`src/rtl/uart_rx.sv`:
```
// 8N1 UART receiver: 2-flop synchronized input, mid-bit sampling at a rate
// latched per frame, one-cycle dataValid / frameError strobes.
module uart_rx #(
    parameter int unsigned CPB_1200 = 41667,
    parameter int unsigned CPB_2400 = 20833,
    parameter int unsigned CPB_4800 = 10417,
    parameter int unsigned CPB_9600 = 5208
) (
    input  logic       clkRx,
    input  logic       reset,
    input  logic       serialIn,
    input  logic [1:0] baudRate,
    output logic [7:0] dataOut,
    output logic       dataValid,
    output logic       frameError,
    output logic       busy
);

    localparam int unsigned MAX_A   = (CPB_1200 > CPB_2400) ? CPB_1200 : CPB_2400;
    localparam int unsigned MAX_B   = (CPB_4800 > CPB_9600) ? CPB_4800 : CPB_9600;
    localparam int unsigned CPB_MAX = (MAX_A > MAX_B) ? MAX_A : MAX_B;
    localparam int unsigned CNT_W   = $clog2(CPB_MAX + 1);

    localparam logic [2:0] S_IDLE      = 3'd0;
    localparam logic [2:0] S_START     = 3'd1;
    localparam logic [2:0] S_DATA      = 3'd2;
    localparam logic [2:0] S_STOP      = 3'd3;
    localparam logic [2:0] S_WAIT_HIGH = 3'd4;

    logic             rx_meta_q, rx_sync_q;
    logic [2:0]       state_q, state_d;
    logic [CNT_W-1:0] cnt_q, cnt_d;
    logic [CNT_W-1:0] cpb_q, cpb_d;
    logic [CNT_W-1:0] cpb_sel, cpb_m1, half_m1;
    logic [2:0]       idx_q, idx_d;
    logic [7:0]       shift_q, shift_d;
    logic [7:0]       data_q, data_d;
    logic             valid_q, valid_d;
    logic             ferr_q, ferr_d;

    always_ff @(posedge clkRx or negedge reset) begin
        if (!reset) begin
            rx_meta_q <= 1'b1;
            rx_sync_q <= 1'b1;
        end else begin
            rx_meta_q <= serialIn;
            rx_sync_q <= rx_meta_q;
        end
    end

    always_comb begin
        case (baudRate)
            2'b00:   cpb_sel = CNT_W'(CPB_1200);
            2'b01:   cpb_sel = CNT_W'(CPB_2400);
            2'b10:   cpb_sel = CNT_W'(CPB_4800);
            default: cpb_sel = CNT_W'(CPB_9600);
        endcase
    end

    assign cpb_m1  = cpb_q - CNT_W'(1);
    assign half_m1 = (cpb_q >> 1) - CNT_W'(1);

    always_comb begin
        state_d = state_q;
        cnt_d   = cnt_q;
        cpb_d   = cpb_q;
        idx_d   = idx_q;
        shift_d = shift_q;
        data_d  = data_q;
        valid_d = 1'b0;
        ferr_d  = 1'b0;
        case (state_q)
            S_IDLE: begin
                if (!rx_sync_q) begin
                    cpb_d   = cpb_sel;
                    cnt_d   = '0;
                    state_d = S_START;
                end
            end
            S_START: begin
                if (cnt_q == half_m1) begin
                    if (!rx_sync_q) begin
                        cnt_d   = '0;
                        idx_d   = '0;
                        state_d = S_DATA;
                    end else begin
                        state_d = S_IDLE;
                    end
                end else begin
                    cnt_d = cnt_q + CNT_W'(1);
                end
            end
            S_DATA: begin
                if (cnt_q == cpb_m1) begin
                    shift_d[idx_q] = rx_sync_q;
                    cnt_d          = '0;
                    if (idx_q == 3'd7) state_d = S_STOP;
                    else               idx_d   = idx_q + 3'd1;
                end else begin
                    cnt_d = cnt_q + CNT_W'(1);
                end
            end
            S_STOP: begin
                if (cnt_q == cpb_m1) begin
                    if (rx_sync_q) begin
                        data_d  = shift_q;
                        valid_d = 1'b1;
                        state_d = S_IDLE;
                    end else begin
                        ferr_d  = 1'b1;
                        state_d = S_WAIT_HIGH;
                    end
                end else begin
                    cnt_d = cnt_q + CNT_W'(1);
                end
            end
            // A held-low line (break) parks here so it yields a single error.
            S_WAIT_HIGH: begin
                if (rx_sync_q) state_d = S_IDLE;
            end
            default: state_d = S_IDLE;
        endcase
    end

    always_ff @(posedge clkRx or negedge reset) begin
        if (!reset) begin
            state_q <= S_IDLE;
            cnt_q   <= '0;
            cpb_q   <= '0;
            idx_q   <= '0;
            shift_q <= '0;
            data_q  <= '0;
            valid_q <= 1'b0;
            ferr_q  <= 1'b0;
        end else begin
            state_q <= state_d;
            cnt_q   <= cnt_d;
            cpb_q   <= cpb_d;
            idx_q   <= idx_d;
            shift_q <= shift_d;
            data_q  <= data_d;
            valid_q <= valid_d;
            ferr_q  <= ferr_d;
        end
    end

    assign dataOut    = data_q;
    assign dataValid  = valid_q;
    assign frameError = ferr_q;
    assign busy       = (state_q != S_IDLE);

endmodule

```
`config.mk`:
```
export PLATFORM = sky130hd
export DESIGN_NAME = uart_rx
export DESIGN_NICKNAME = d
export VERILOG_FILES = /design/src/rtl/uart_rx.sv
export SDC_FILE = /design/constraint.sdc
export NUM_CORES = 1
export LEC_CHECK = 0
export ABC_CLOCK_PERIOD_IN_PS = 2900
export CAP_MARGIN = 0
export CORE_ASPECT_RATIO = 0.6
export CORE_MARGIN = 1.5
export CORE_UTILIZATION = 55
export CTS_CLUSTER_SIZE = 40
export DETAILED_ROUTE_END_ITERATION = 10
export GPL_ROUTABILITY_DRIVEN = 0
export PLACE_DENSITY = 0.8
export RECOVER_POWER = 25
export SLEW_MARGIN = 20
export SYNTH_ARGS = -nofsm -noshare
export SYNTH_HDL_FRONTEND = slang
export SYNTH_SLANG_ARGS = --single-unit
```
`constraint.sdc`:
```
create_clock -name clkRx -period 2.9 [get_ports clkRx]
set_input_delay 0.435 -clock clkRx [delete_from_list [all_inputs] [get_ports clkRx]]
set_output_delay 0.435 -clock clkRx [all_outputs]
set_load 0.02 [all_outputs]
```
# ---- After elaboration in Yosys (flattened, before gate mapping)
# Cells that the tools add are included.
dict set report totals {
  regBits 58
  latch_bits 0
  ram_bits 0
  mem_bits_ro 0
  inputBits 5
  memories 0
}
dict set report classes {
  add_sub_neg 4
  n_mul 0
  n_div 0
  order_cmp 2
  eq_ne 18
  n_shift 0
  n_mux 29
  bitwise_logic 1
  reduce_logical 12
}
# operator n
set ops {}
lappend ops {{2-to-1 mux 16 bit} 4}
lappend ops {{one-hot mux 16 bit (4 select lines)} 1}
lappend ops {{one-hot mux 16 bit (3 select lines)} 1}
lappend ops {{2-to-1 mux 3 bit} 11}
lappend ops {{== test 16 bit} 2}
lappend ops {{inequality test 2 bit (second input constant)} 9}
lappend ops {{adder 16 x 1 -> 16 bit (second input constant)} 1}
lappend ops {{subtractor 15 x 1 -> 16 bit (second input constant)} 1}
lappend ops {{subtractor 16 x 1 -> 16 bit (second input constant)} 1}
lappend ops {{one-hot mux 3 bit (5 select lines)} 1}
lappend ops {{bitwise mux 8 bit} 1}
lappend ops {{2-to-1 mux 1 bit} 7}
lappend ops {{== test 3 x 2 -> 1 bit (second input constant)} 2}
lappend ops {{== test 3 bit (second input constant)} 2}
lappend ops {{one-hot mux 3 bit (2 select lines)} 1}
lappend ops {{AND reduction 2 bit} 3}
lappend ops {{AND reduction 6 bit} 1}
lappend ops {{AND reduction 5 bit} 1}
lappend ops {{less-than comparator 3 x 4 -> 1 bit (second input constant)} 1}
lappend ops {{nonzero test 4 bit} 1}
lappend ops {{adder 3 x 1 -> 3 bit (second input constant)} 1}
lappend ops {{demux 1 bit (select 3 bit)} 1}
lappend ops {{== test 3 x 1 -> 1 bit (second input constant)} 1}
lappend ops {{>= comparator 3 x 1 -> 1 bit (second input constant)} 1}
lappend ops {{10 further kinds} 10}

# ---- Depth between registers and ports, before layout
# Gate-level depths: netlist (run 1).
dict set report depth {
  word_depth 5
  depth_mapped 14
}

# ---- Worst setup path after synthesis (run 1)
# OpenSTA, ideal clock, no wires.
dict set report synth_timing {
  path_kind {register to register}
  from {reg cpb_q[9]}
  to {reg shift_q[4]}
  setup_ns 0.125
  arrival_time_ns 3.032
  setup_slack_ns -0.257
  path_stages_with_launch 13
  period_less_slack_ns 3.157
  path_cell_list {dfrtp_1 > buf_2 > inv_1 > ha_1 > ha_1 > xnor2_1 > nor4_1 > o2111ai_1 > nor3_1 > nand4b_2 > nand2b_1 > nor3_1 > mux2_2}
}
dict set report synth_via {
  elab_chain_cells 3
}
# item line_no
set synth_lines {}
lappend synth_lines {{from (decl)} 33} ;# logic [CNT_W-1:0] cpb_q, cpb_d;
lappend synth_lines {{from (signal assigned)} 138} ;# cpb_q <= cpb_d;
lappend synth_lines {{subtractor 16 x 1 -> 16 bit} 60} ;# assign cpb_m1 = cpb_q - CNT_W'(1);
lappend synth_lines {{== test 16 bit} 94} ;# if (cnt_q == cpb_m1) begin
lappend synth_lines {{AND reduction 2 bit (no line)} --}
lappend synth_lines {{to (signal assigned)} 140} ;# shift_q <= shift_d;
lappend synth_lines {{to (decl)} 36} ;# logic [7:0] shift_q, shift_d;
# No other way between the ends.
# A chain may end at the register's enable or synchronous reset.

# ---- Worst setup path in the final report (run 1)
dict set report layout_timing {
  from {reg cpb_q[11]}
  to {reg idx_q[0]}
}
dict set report layout_via {
  elab_chain_cells 4
}
# item line_no
set layout_lines {}
lappend layout_lines {{subtractor 16 x 1 -> 16 bit / subtractor 15 x 1 -> 16 bit (equally long branches)} {60, 61}}
lappend layout_lines {{== test 16 bit (on tied branches)} {94, 81}}
lappend layout_lines {{inequality test 2 bit (no line)} --}
lappend layout_lines {{AND reduction 5 bit (no line) (*)} --}
lappend layout_lines {{to (signal assigned)} 139} ;# idx_q <= idx_d;
lappend layout_lines {{to (decl)} 35} ;# logic [2:0] idx_q, idx_d;
# Mark *: on every way between the ends. The rest lies on a longest branch, timed or not.

==> results of run 1 <==
what timing repair did:
item	in CTS	in global routing
gates cloned	0	1
setup buffers	1	7
pin swaps	7	18
endpoints found under the setup margin	32	35
gates resized for setup	12	39
cell type report:
type | count | area share, %
clock buffers | 6 | 1.57
clock inverters | 2 | 1.30
inverters | 20 | 1.67
multi-input cells | 298 | 52.0
flip-flops and latches | 52 | 28.2
well taps | 84 | 2.27
repair buffers | 68 | 13.1
cells in the mapped netlist (all sizes together) (2+ instances only):
cell type / count / share of area (%)
xor2: 13 / 3.1
nor4bb: 2 / 0.55
and3: 15 / 2.6
o31ai: 8 / 1.6
o22ai: 2 / 0.34
nor4b: 2 / 0.48
buf: 11 / 1.9
a31oi: 4 / 0.68
or2: 3 / 0.51
nand4: 16 / 2.9
nand3: 15 / 2.1
o211ai: 2 / 0.41
nor3b: 3 / 0.62
and3b: 2 / 0.48
inv: 20 / 2.1
a21oi: 8 / 1.1
a22o: 2 / 0.48
xnor2: 17 / 4.1
o2bb2ai: 2 / 0.65
o2111ai: 3 / 0.72
a211oi: 15 / 3.1
a221o: 3 / 0.82
ha: 12 / 4.1
clkbuf: 21 / 2.2
dfstp: 2 / 1.4
or3: 4 / 0.68
dfrtp: 50 / 34
mux2i: 14 / 3.8
nor4: 10 / 1.9
nor3: 11 / 1.5
nand4b: 6 / 1.6
and4: 2 / 0.48
mux2: 15 / 4.6
nand2b: 3 / 0.51
o21ai: 14 / 2.0
nand2: 32 / 3.3
nor2: 23 / 2.4
stage by stage:
step | area, sq um | util (%)
final | 4630 | 73.8
after CTS | 4380 | 69.8
after floorplan | 3730 | -
after detailed placement | 4200 | 66.8
after global routing | 4630 | 73.8
after global placement | 4200 | 66.8
sequential cells by signal, indices dropped and copies added, names as in the netlist:
signal	cells
rx_sync_q	1
cpb_q	10
cnt_q	16
state_q	3
dataOut	8
shift_q	8
dataValid	1
rx_meta_q	1
frameError	1
idx_q	3
path summary, 6_finish.rpt:
path / from / endpoint / cells after the start
max reg2reg: cpb_q[11] / idx_q[0] / 8
min in group asynchronous: reset / cnt_q[10] / 2
max: cpb_q[11] / idx_q[0] / 8
min reg2reg: rx_meta_q / rx_sync_q / 0
min: rx_meta_q / rx_sync_q / 0
max in group asynchronous: reset / cpb_q[13] / 2
power groups by stage:
stage          Sequential [mW]  Clock, mW  Combinational [mW]
2_1_floorplan            0.859          0               0.628
3_3_place_gp             0.958          0               0.772
3_5_place_dp             0.964          0               0.795
4_1_cts                  0.952      0.604               0.814
5_1_grt                  0.985      0.633               0.973
6_report                 0.978      0.596               0.915
critical path, stage by stage (launching register included):
cell and delay [ps]:
dfrtp_1 520, nor3_1 440, a211oi_1 170, nor4_1 290
o2111ai_1 210, nor4_2 440, nand2_1 190, a221o_1 400
mux2_4 280
placed cells by master, fill, tap and decap left out, drive strengths merged, types with 3 or more instances in the layout:
cell type / n
a21oi: 8
and3: 15
or2: 3
nor4: 10
a211oi: 15
nor3: 11
nand3: 15
o2111ai: 3
o21ai: 14
ha: 12
nor2: 23
o31ai: 8
xor2: 13
clkdlybuf4s50: 13
inv: 20
dfrtp: 50
or3: 4
a31oi: 4
a221o: 3
buf: 52
mux2i: 14
nand4: 16
clkbuf: 8
mux2: 15
nand2b: 3
nand4b: 6
xnor2: 17
nand2: 32
nor3b: 3
routing by layer:
metal | part of all wire, % | wire [um]
met3 | 11 | 1140
met4 | 1.6 | 173
met1 | 45 | 4840
met2 | 42 | 4530
met5 | 0 | 0
logic make-up (layout without fill, tap and decap cells):
kind of cell	after synthesis	count (layout)
xor+xnor	30	30
mux	29	29
compound gates	74	74
simple gates	153	153
flops	52	52
fa+ha+maj	12	12
buf+inv	52	96
==> results.md, run 1 <==
* MaxCap Viol Count at 0
* Area share of fa/ha/maj cells after synthesis at 4.10%
* TritonCTS clock tree: done
* Clock network latency to the later pin of the worst-skew pair at approximately 320 ps
* Synth Net Count at ~420
* Switching Share at approximately 37%
* # IOs at 16
* Worst setup SP type: register
* Most common flop cell mapped by yosys: dfrtp_1
* CTS clock-pin slew for the worst setup and hold paths at between 100 and 150 ps
* P_int at 1.56 mW
* Comb power frac at between 30% and 40%
* First-pass GRT wire length at 16000 um
* CP Class: register to register
* DR iter-0 viols at about 290
* Register area at roughly 0.0013 sq mm
* Synthesized instance count at about 400
* Power density cells at 537 mW/mm^2
* Initial Util at ~58%
* Initial antenna violation count at 0
* Fmax at around 330 MHz
* Synth async-reset ratio at between 90% and 100%
* Layout Nets at 462
* GRT met2 Usage at ~40%
* Layout Cells excl Fill at 530
* Remaining DRCs at 0
* Worst Setup End Kind: register
* Vias in the first global route at 3050
* P&R area growth vs syn at 26.6%
* P_leak at ~2.0 nW
* Netlist cell types at slightly above 60
* Cts hold-fix bufs at 0
* Synthesized flop and latch total at 52
* Worst hold margin at approximately 360 ps
* H-tree Lvls at 2
* Slew margin rel. at roughly 14%
* CTS buffer count at 5
* Worst hold path type: register to register
* Finish-stage setup viols at 30
* Sequential share of power at about two fifths
* Core ar. at approximately 0.0063 sq mm
* Psw at about 900 uW
* Pre-antenna DRT Iters at 5
* Dpl hpwl at between 7000 and 8000 um
* M1 GR Usage at between 40% and 50%
* Clk buf depth at 2
* Warnings, synthesis at 0
* Worst ir drop on vdd at 0.450 mV
* Post-route minimum period at roughly 3000 ps
* Placed cells at roughly 500
* Clk sinks at between 50 and 60
* Syn Area/Cell at a little over 9 sq um
* Seq/Total Area, Yosys at approximately 36%
* Tcrit/Tclk final at 105%
* Fin Setup TNS at -1250 ps
* RSZ-0062 raised after global routing: true
* Crit path DAT at 3250 ps
* Die ar. at approximately 0.0072 sq mm
* DRT antenna net count at 0
* Post-synth EDFFs at 0
* Final Skew at between 15 and 20 ps
* Proportion of synthesized area in mux cells at under 10%
* Compound-Gate Fraction of Synth Area at approximately 15%
* Largest net degree at the start of global routing at 53
* Max-slew violations at 0
* Fraction of layout cells with a size suffix above 1 at 28.3%
* Routed WL per cell at 20.2 um
* Final Hold Fails at 0
* Grt ovf at 0
* Via density at around 6.5
* Synthesized area at 0.00366 sq mm
* Worst setup margin at -133 ps
* Footprint of the multi-input gates at approximately 0.0024 sq mm
* Outcome: finished, violations left
* Clock Root Buffer: clkbuf_8
* Simple-gate share of the synthesized area at 23.4%
* Die H at between 60 and 70 um
* Reg-to-reg slack, setup at -130 ps
* Worst-margin pin slew at 1290 ps
* Core Rows at 22
* Final WL at around 11000 um
* GR Util All Layers at 29.9%
* # fillers at between 400 and 500
* Port bufs at 15
* Busiest grt layer: met1
* Clock power frac at between 20% and 30%
* Failing checks: negative setup slack
* Inserted Diodes at 0
* Final total power at ~2.5 mW
* Met3 Usage GRT at between 10% and 20%
* DP Worst Slack at -142 ps
* Critical Path Fanout Max at 10
* Synth Area in XOR/XNOR at between 7 and 8%
* CP Data Required Time at about 3100 ps
* Combinational family with the most area after synthesis: simple AND/OR/NAND/NOR gates
* Die outline width at about 110 um
* Via count at between 3000 and 4000
(Power assumes the default switching activity.)
==> run 2: changes to the inputs <==
CORE_UTILIZATION = 50   (was 55)
PLACE_DENSITY = 0.74   (was 0.8)
==> results.md, run 2 (synthesis results as in run 1) <==
* Placed Area at ~0.0042 sq mm
* Vias in the first global route at 3295
* Design area at approximately 0.0048 sq mm
* R2R Path Start: cpb_q[10]
* Routed WL per cell at about 22 um
* Worst setup SP type: register
* Core ar. at 0.00688 sq mm
* Worst Setup EP: dataOut[4]
* Clk buf depth at 2
* Slew margin rel. at -1.11%
* Crit path from: cpb_q[10]
* Crit path DAT at ~3200 ps
* Fin Setup TNS at -1350 ps
* RSZ-0062 raised after global routing: true
* Outcome: finished, violations left
* Commonest non-fill, non-tap cells in the layout: 55 x buf_4, 49 x dfrtp_1, 32 x nand2_1
* Die H at slightly below 70 um
* Worst ir drop on vdd at just over 0.4 mV
* CP Data Required Time at a little over 3000 ps
* Die ar. at 0.00786 sq mm
* DRT antenna net count at 0
* Reg-to-Reg End: dataOut[4]
* Worst setup margin at -118 ps
* Failing checks: max-capacitance violations, max-slew violations, negative setup slack
* DR iter-0 viols at 371
* Met2 wire len at ~5200 um
* WL met3 at about 1300 um
* Initial Util at between 50% and 60%
* Final Hold Fails at 0
* MaxCap Viol Count at 1
* Fraction of layout cells with a size suffix above 1 at about a third
* Worst-margin pin slew at around 1500 ps
* Post-route minimum period at roughly 3000 ps
* Worst hold path type: register to register
* First-pass GRT wire length at 17900 um
* Final Skew at ~7.7 ps
* Initial antenna violation count at 0
* Core Rows at 23
* P_leak at between 2 and 2.5 nW
* Cts hold-fix bufs at 0
* GR Util All Layers at 29.1%
* Hold_sp: rx_meta_q
* P&R area growth vs syn at 31.6%
* Most flops, register: cnt_q
* TritonCTS clock tree: done
* Register-to-Register Path Depth at 11
* Reg-to-reg slack, setup at -120 ps
* Grt ovf at 0
* Inserted Diodes at 0
* Die outline width at between 100 and 150 um
* Max-slew violations at 28
* Layout Nets at 473
* DP Worst Slack at -126 ps
* Port bufs at 15
* CTS buffer count at 5
* Top layer in use: met4
* CP Class: register to register
* Biggest regs: cnt_q x16, cpb_q x10
* Via density at 6.50
* Largest register FFs at 16
* Largest net degree at the start of global routing at 29
* Fmax at 331 MHz
* Via count at 3538
* M1 WL at 5330 um
* Dpl hpwl at between 7000 and 8000 um
* H-tree Lvls at 2
* # fillers at around 500
* # IOs at 16
* Tcrit/Tclk final at 104%
* Commonest non-fill, non-tap cell in the layout: buf_4
* Critical Path Fanout Max at 8
* Finish-stage setup viols at 25
* CTS clock-pin slew for the worst setup and hold paths at about 70 ps
* Pre-antenna DRT Iters at 5
* Clock Root Buffer: clkbuf_16
* Worst Setup End Kind: register
* Final WL at between 10000 and 15000 um
* Remaining DRCs at 0
* Clock network latency to the later pin of the worst-skew pair at 300 ps
* Power density cells at 549 mW/mm^2
* Worst hold path cell count at 0
* Clk sinks at 52
run 2: per-stage QoR:
stage	power (mW)	util, %	instances	hold slack (ps)
after floorplan	1.49	-	402	139
after global placement	1.76	61.7	522	346
after detailed placement	1.79	61.7	522	361
after CTS	2.52	66.0	534	165
after global routing	2.76	70.1	544	373
final	2.65	70.1	544	369
run 2: repair_timing:
action,in CTS,in global routing
endpoints found under the setup margin,29,35
setup buffers,4,7
resized for setup,20,36
pin swaps,15,16
gates cloned,0,3
run 2: power breakdown:
group | switching, mW | internal, mW | leakage [nW]
registers | 0.153 | 0.801 | 0.682
logic | 0.558 | 0.446 | 1.33
clock network | 0.276 | 0.411 | 0.0815
run 2: critical path, stage by stage (launching register included):
cell      delay, ps
dfrtp_1         430
inv_2           100
ha_2            180
nor4bb_4        380
nand2_1         140
buf_4           160
o311a_4         390
a211oi_2        260
and4_4          300
nand4_4         120
buf_12          180
mux2_2          280
run 2: worst min-delay path by stage:
stage,end
2_1_floorplan,cnt_q[0]
3_3_place_gp,rx_sync_q
3_5_place_dp,rx_sync_q
4_1_cts,dataOut[5]
5_1_grt,rx_sync_q
6_report,rx_sync_q
run 2: layout make-up:
class | count | area, sq um | share of cell area (%)
clock inverters | 2 | 38.8 | 0.805
inverters | 20 | 77.6 | 1.61
well taps | 87 | 109 | 2.26
multi-input cells | 298 | 2460 | 51.0
flip-flops and latches | 52 | 1310 | 27.1
clock buffers | 6 | 129 | 2.67
repair buffers | 79 | 701 | 14.5
run 2: routing by layer:
layer	GRT usage (%)	vias to the layer above
met3	8.13	22
met2	40.2	189
met1	45.9	1742
li1	-	1585
met5	0	-
met4	3.61	0
==> run 3: changes to the inputs <==
ABC_AREA = 1   (was default)
CORE_MARGIN = default   (was 1.5)
RECOVER_POWER = default   (was 25)
==> results.md, run 3 <==
* Clock network latency to the later pin of the worst-skew pair at roughly 300 ps
* CTS clock-pin slew for the worst setup and hold paths at about 80 ps
* Post-synth EDFFs at 0
* Slew margin rel. at a little under three fifths
* Clk sinks at 52
* # fillers at approximately 800
* Final Skew at 13.2 ps
* Finish-stage setup viols at 0
* Die ar. at approximately 0.0095 sq mm
* Most common flop cell mapped by yosys: dfrtp_1
* Netlist cell types at 36
* Synth async-reset ratio at 100%
* Biggest area consumer among synthesized cells: dfrtp_1
* Routed WL per cell at approximately 15 um
* Worst hold path type: primary input to asynchronous set/reset pin
* Tcrit/Tclk final at a little over nine tenths
* Fin Setup TNS at 0 ps
* Syn Area/Cell at approximately 6.3 sq um
* Worst hold margin at 55.4 ps
* Post-CTS setup buffers at 0
* Synthesized area at 0.00453 sq mm
* Inserted Diodes at 0
* Most flops, register: cnt_q
* Core Rows at 26
* Largest net degree at the start of global routing at 37
* GR Util All Layers at a little under 30%
* CTS buffer count at 5
* Die outline width at 125 um
* Worst-margin pin slew at 653 ps
* Grt ovf at 0
* Initial Util at 52.4%
* Most instantiated library cell after synthesis: nand2_1
* Via density at roughly 5.6
* Commonest non-fill, non-tap cells in the layout: 269 x nand2_1, 88 x nand3_1, 71 x inv_1
* First-pass GRT wire length at 21300 um
* Warnings, synthesis at 0
* Synth Net Count at 735
* Clk buf depth at 2
* Pre-antenna DRT Iters at 6
* Remaining DRCs at 0
* Dpl hpwl at 10100 um
* Synth area leaders: dfrtp_1 28%, nand2_1 22%, nand3_1 9.7%
* DP Worst Slack at about 210 ps
* CP Class: register to register
* Worst Setup End Kind: register
* Fraction of layout cells with a size suffix above 1 at slightly below 10%
* Post-route minimum period at roughly 2800 ps
* Final total power at around 5.2 mW
* Largest register FFs at 16
* Power density cells at 1050 mW/mm^2
* Worst setup SP type: register
* Layout Nets at roughly 750
* Fmax at 359 MHz
* Critical Path Fanout Max at 9
* Synthesized instance count at around 720
* Port bufs at 15
* DR iter-0 viols at roughly 500
* Worst ir drop on vdd at about 0.83 mV
* Via count at 4706
* CP Data Required Time at roughly 3100 ps
* Die H at 75.7 um
* TritonCTS clock tree: done
* Final Hold Fails at 0
* P&R area growth vs syn at 9.53%
* Max-slew violations at 0
* Commonest non-fill, non-tap cell in the layout: nand2_1
* Final WL at ~13000 um
* Outcome: completed
* RSZ-0062 raised after global routing: false
* Initial antenna violation count at 0
* Vias in the first global route at around 4200
* Synth top cells by count: 269 x nand2_1, 88 x nand3_1, 71 x inv_1
* DRT antenna net count at 0
* Yosys top cell area share at 27.6%
* Worst setup margin at between 100 and 150 ps
* Synthesized flop and latch total at 52
* Clock Root Buffer: clkbuf_16
* Seq/Total Area, Yosys at between 20% and 30%
* H-tree Lvls at 2
* # IOs at 16
* Biggest regs: cnt_q x16, cpb_q x10
* Core ar. at slightly below 0.009 sq mm
* Crit path DAT at between 2000 and 3000 ps
* P_leak at ~2.6 nW
* MaxCap Viol Count at 0
-- run 3: cell count changes after synthesis, moves of 10 or more --
cell,previous run,this run
nand3_1,15,88
inv_1,20,71
mux2i_1,14,0
nor2_1,23,54
o21ai_0,12,24
and3_1,15,1
a211oi_1,15,0
mux2_2,14,0
nand2_1,32,269
clkbuf_1,20,10
-- run 3: stage by stage --
step / instances / area [sq um] / utilization, %
2_1_floorplan: 718 / 4530 / -
3_3_place_gp: 834 / 4790 / 55.4
3_5_place_dp: 834 / 4790 / 55.4
4_1_cts: 842 / 4940 / 57.1
5_1_grt: 842 / 4960 / 57.4
6_report: 842 / 4960 / 57.4
-- run 3: final timing paths --
kind	slack, ps	from	cells after the start	endpoint
max in group asynchronous	2000	reset	2	rx_sync_q
setup reg to reg	110	cpb_q[9]	13	idx_q[1]
hold reg to reg	360	rx_meta_q	0	rx_sync_q
min in group clkRx	360	rx_meta_q	0	rx_sync_q
hold / removal	60	reset	1	cpb_q[9]
setup / recovery	110	cpb_q[9]	13	idx_q[1]
-- run 3: timing repair --
action / in CTS / in global routing
gates resized for setup: 0 / 4
endpoints found under the hold margin: 0 / 0
endpoints found under the setup margin: 0 / 32
hold buffers: 0 / 0
-- run 3: layer usage --
layer	GRT usage, %	routed length [um]
met5	4.90	63
met4	5.56	124
met3	10.3	1820
met2	41.5	4950
met1	41.8	6030
-- run 3: area by class of cell --
class / count / area [sq um] / area share, %
multi-input combinational: 564 / 2820 / 56.8
timing repair buffer: 31 / 265 / 5.34
sequential: 52 / 1300 / 26.3
tap: 112 / 140 / 2.82
clock buffer: 5 / 125 / 2.52
clock inverter: 3 / 27.5 / 0.555
inverter: 75 / 282 / 5.67
-- run 3: worst max-delay path: stages (launching register included) --
cell and delay (ps):
dfrtp_1 390, inv_2 150, ha_2 280, nand2_1 90, nor2_1 280, nand2_1 240, nand3_1 140, nand3_2 120
nor2_1 340, nand2_2 170, o21ai_2 220, nand2_1 130, nand2_1 80, nand2_1 60
-- run 3: cells by family (layout without fill, tap and decap cells) --
kind of cell               after synthesis  after routing  synth area share (%)
adders and majority gates               12             12                  3.31
DFF                                     52             52                  28.8
AOI/OAI and AO/OA                       45             45                  5.27
buffers and inverters                  102            114                  9.44
and+or+nand+nor                        481            481                  48.2
xor gates and xnor gates                26             26                  5.02
-- run 3: where the power goes --
| group | switching [mW] | internal, mW |
|---|---|---|
| logic | 2.20 | 1.08 |
| registers | 0.387 | 0.902 |
| clock network | 0.302 | 0.329 |
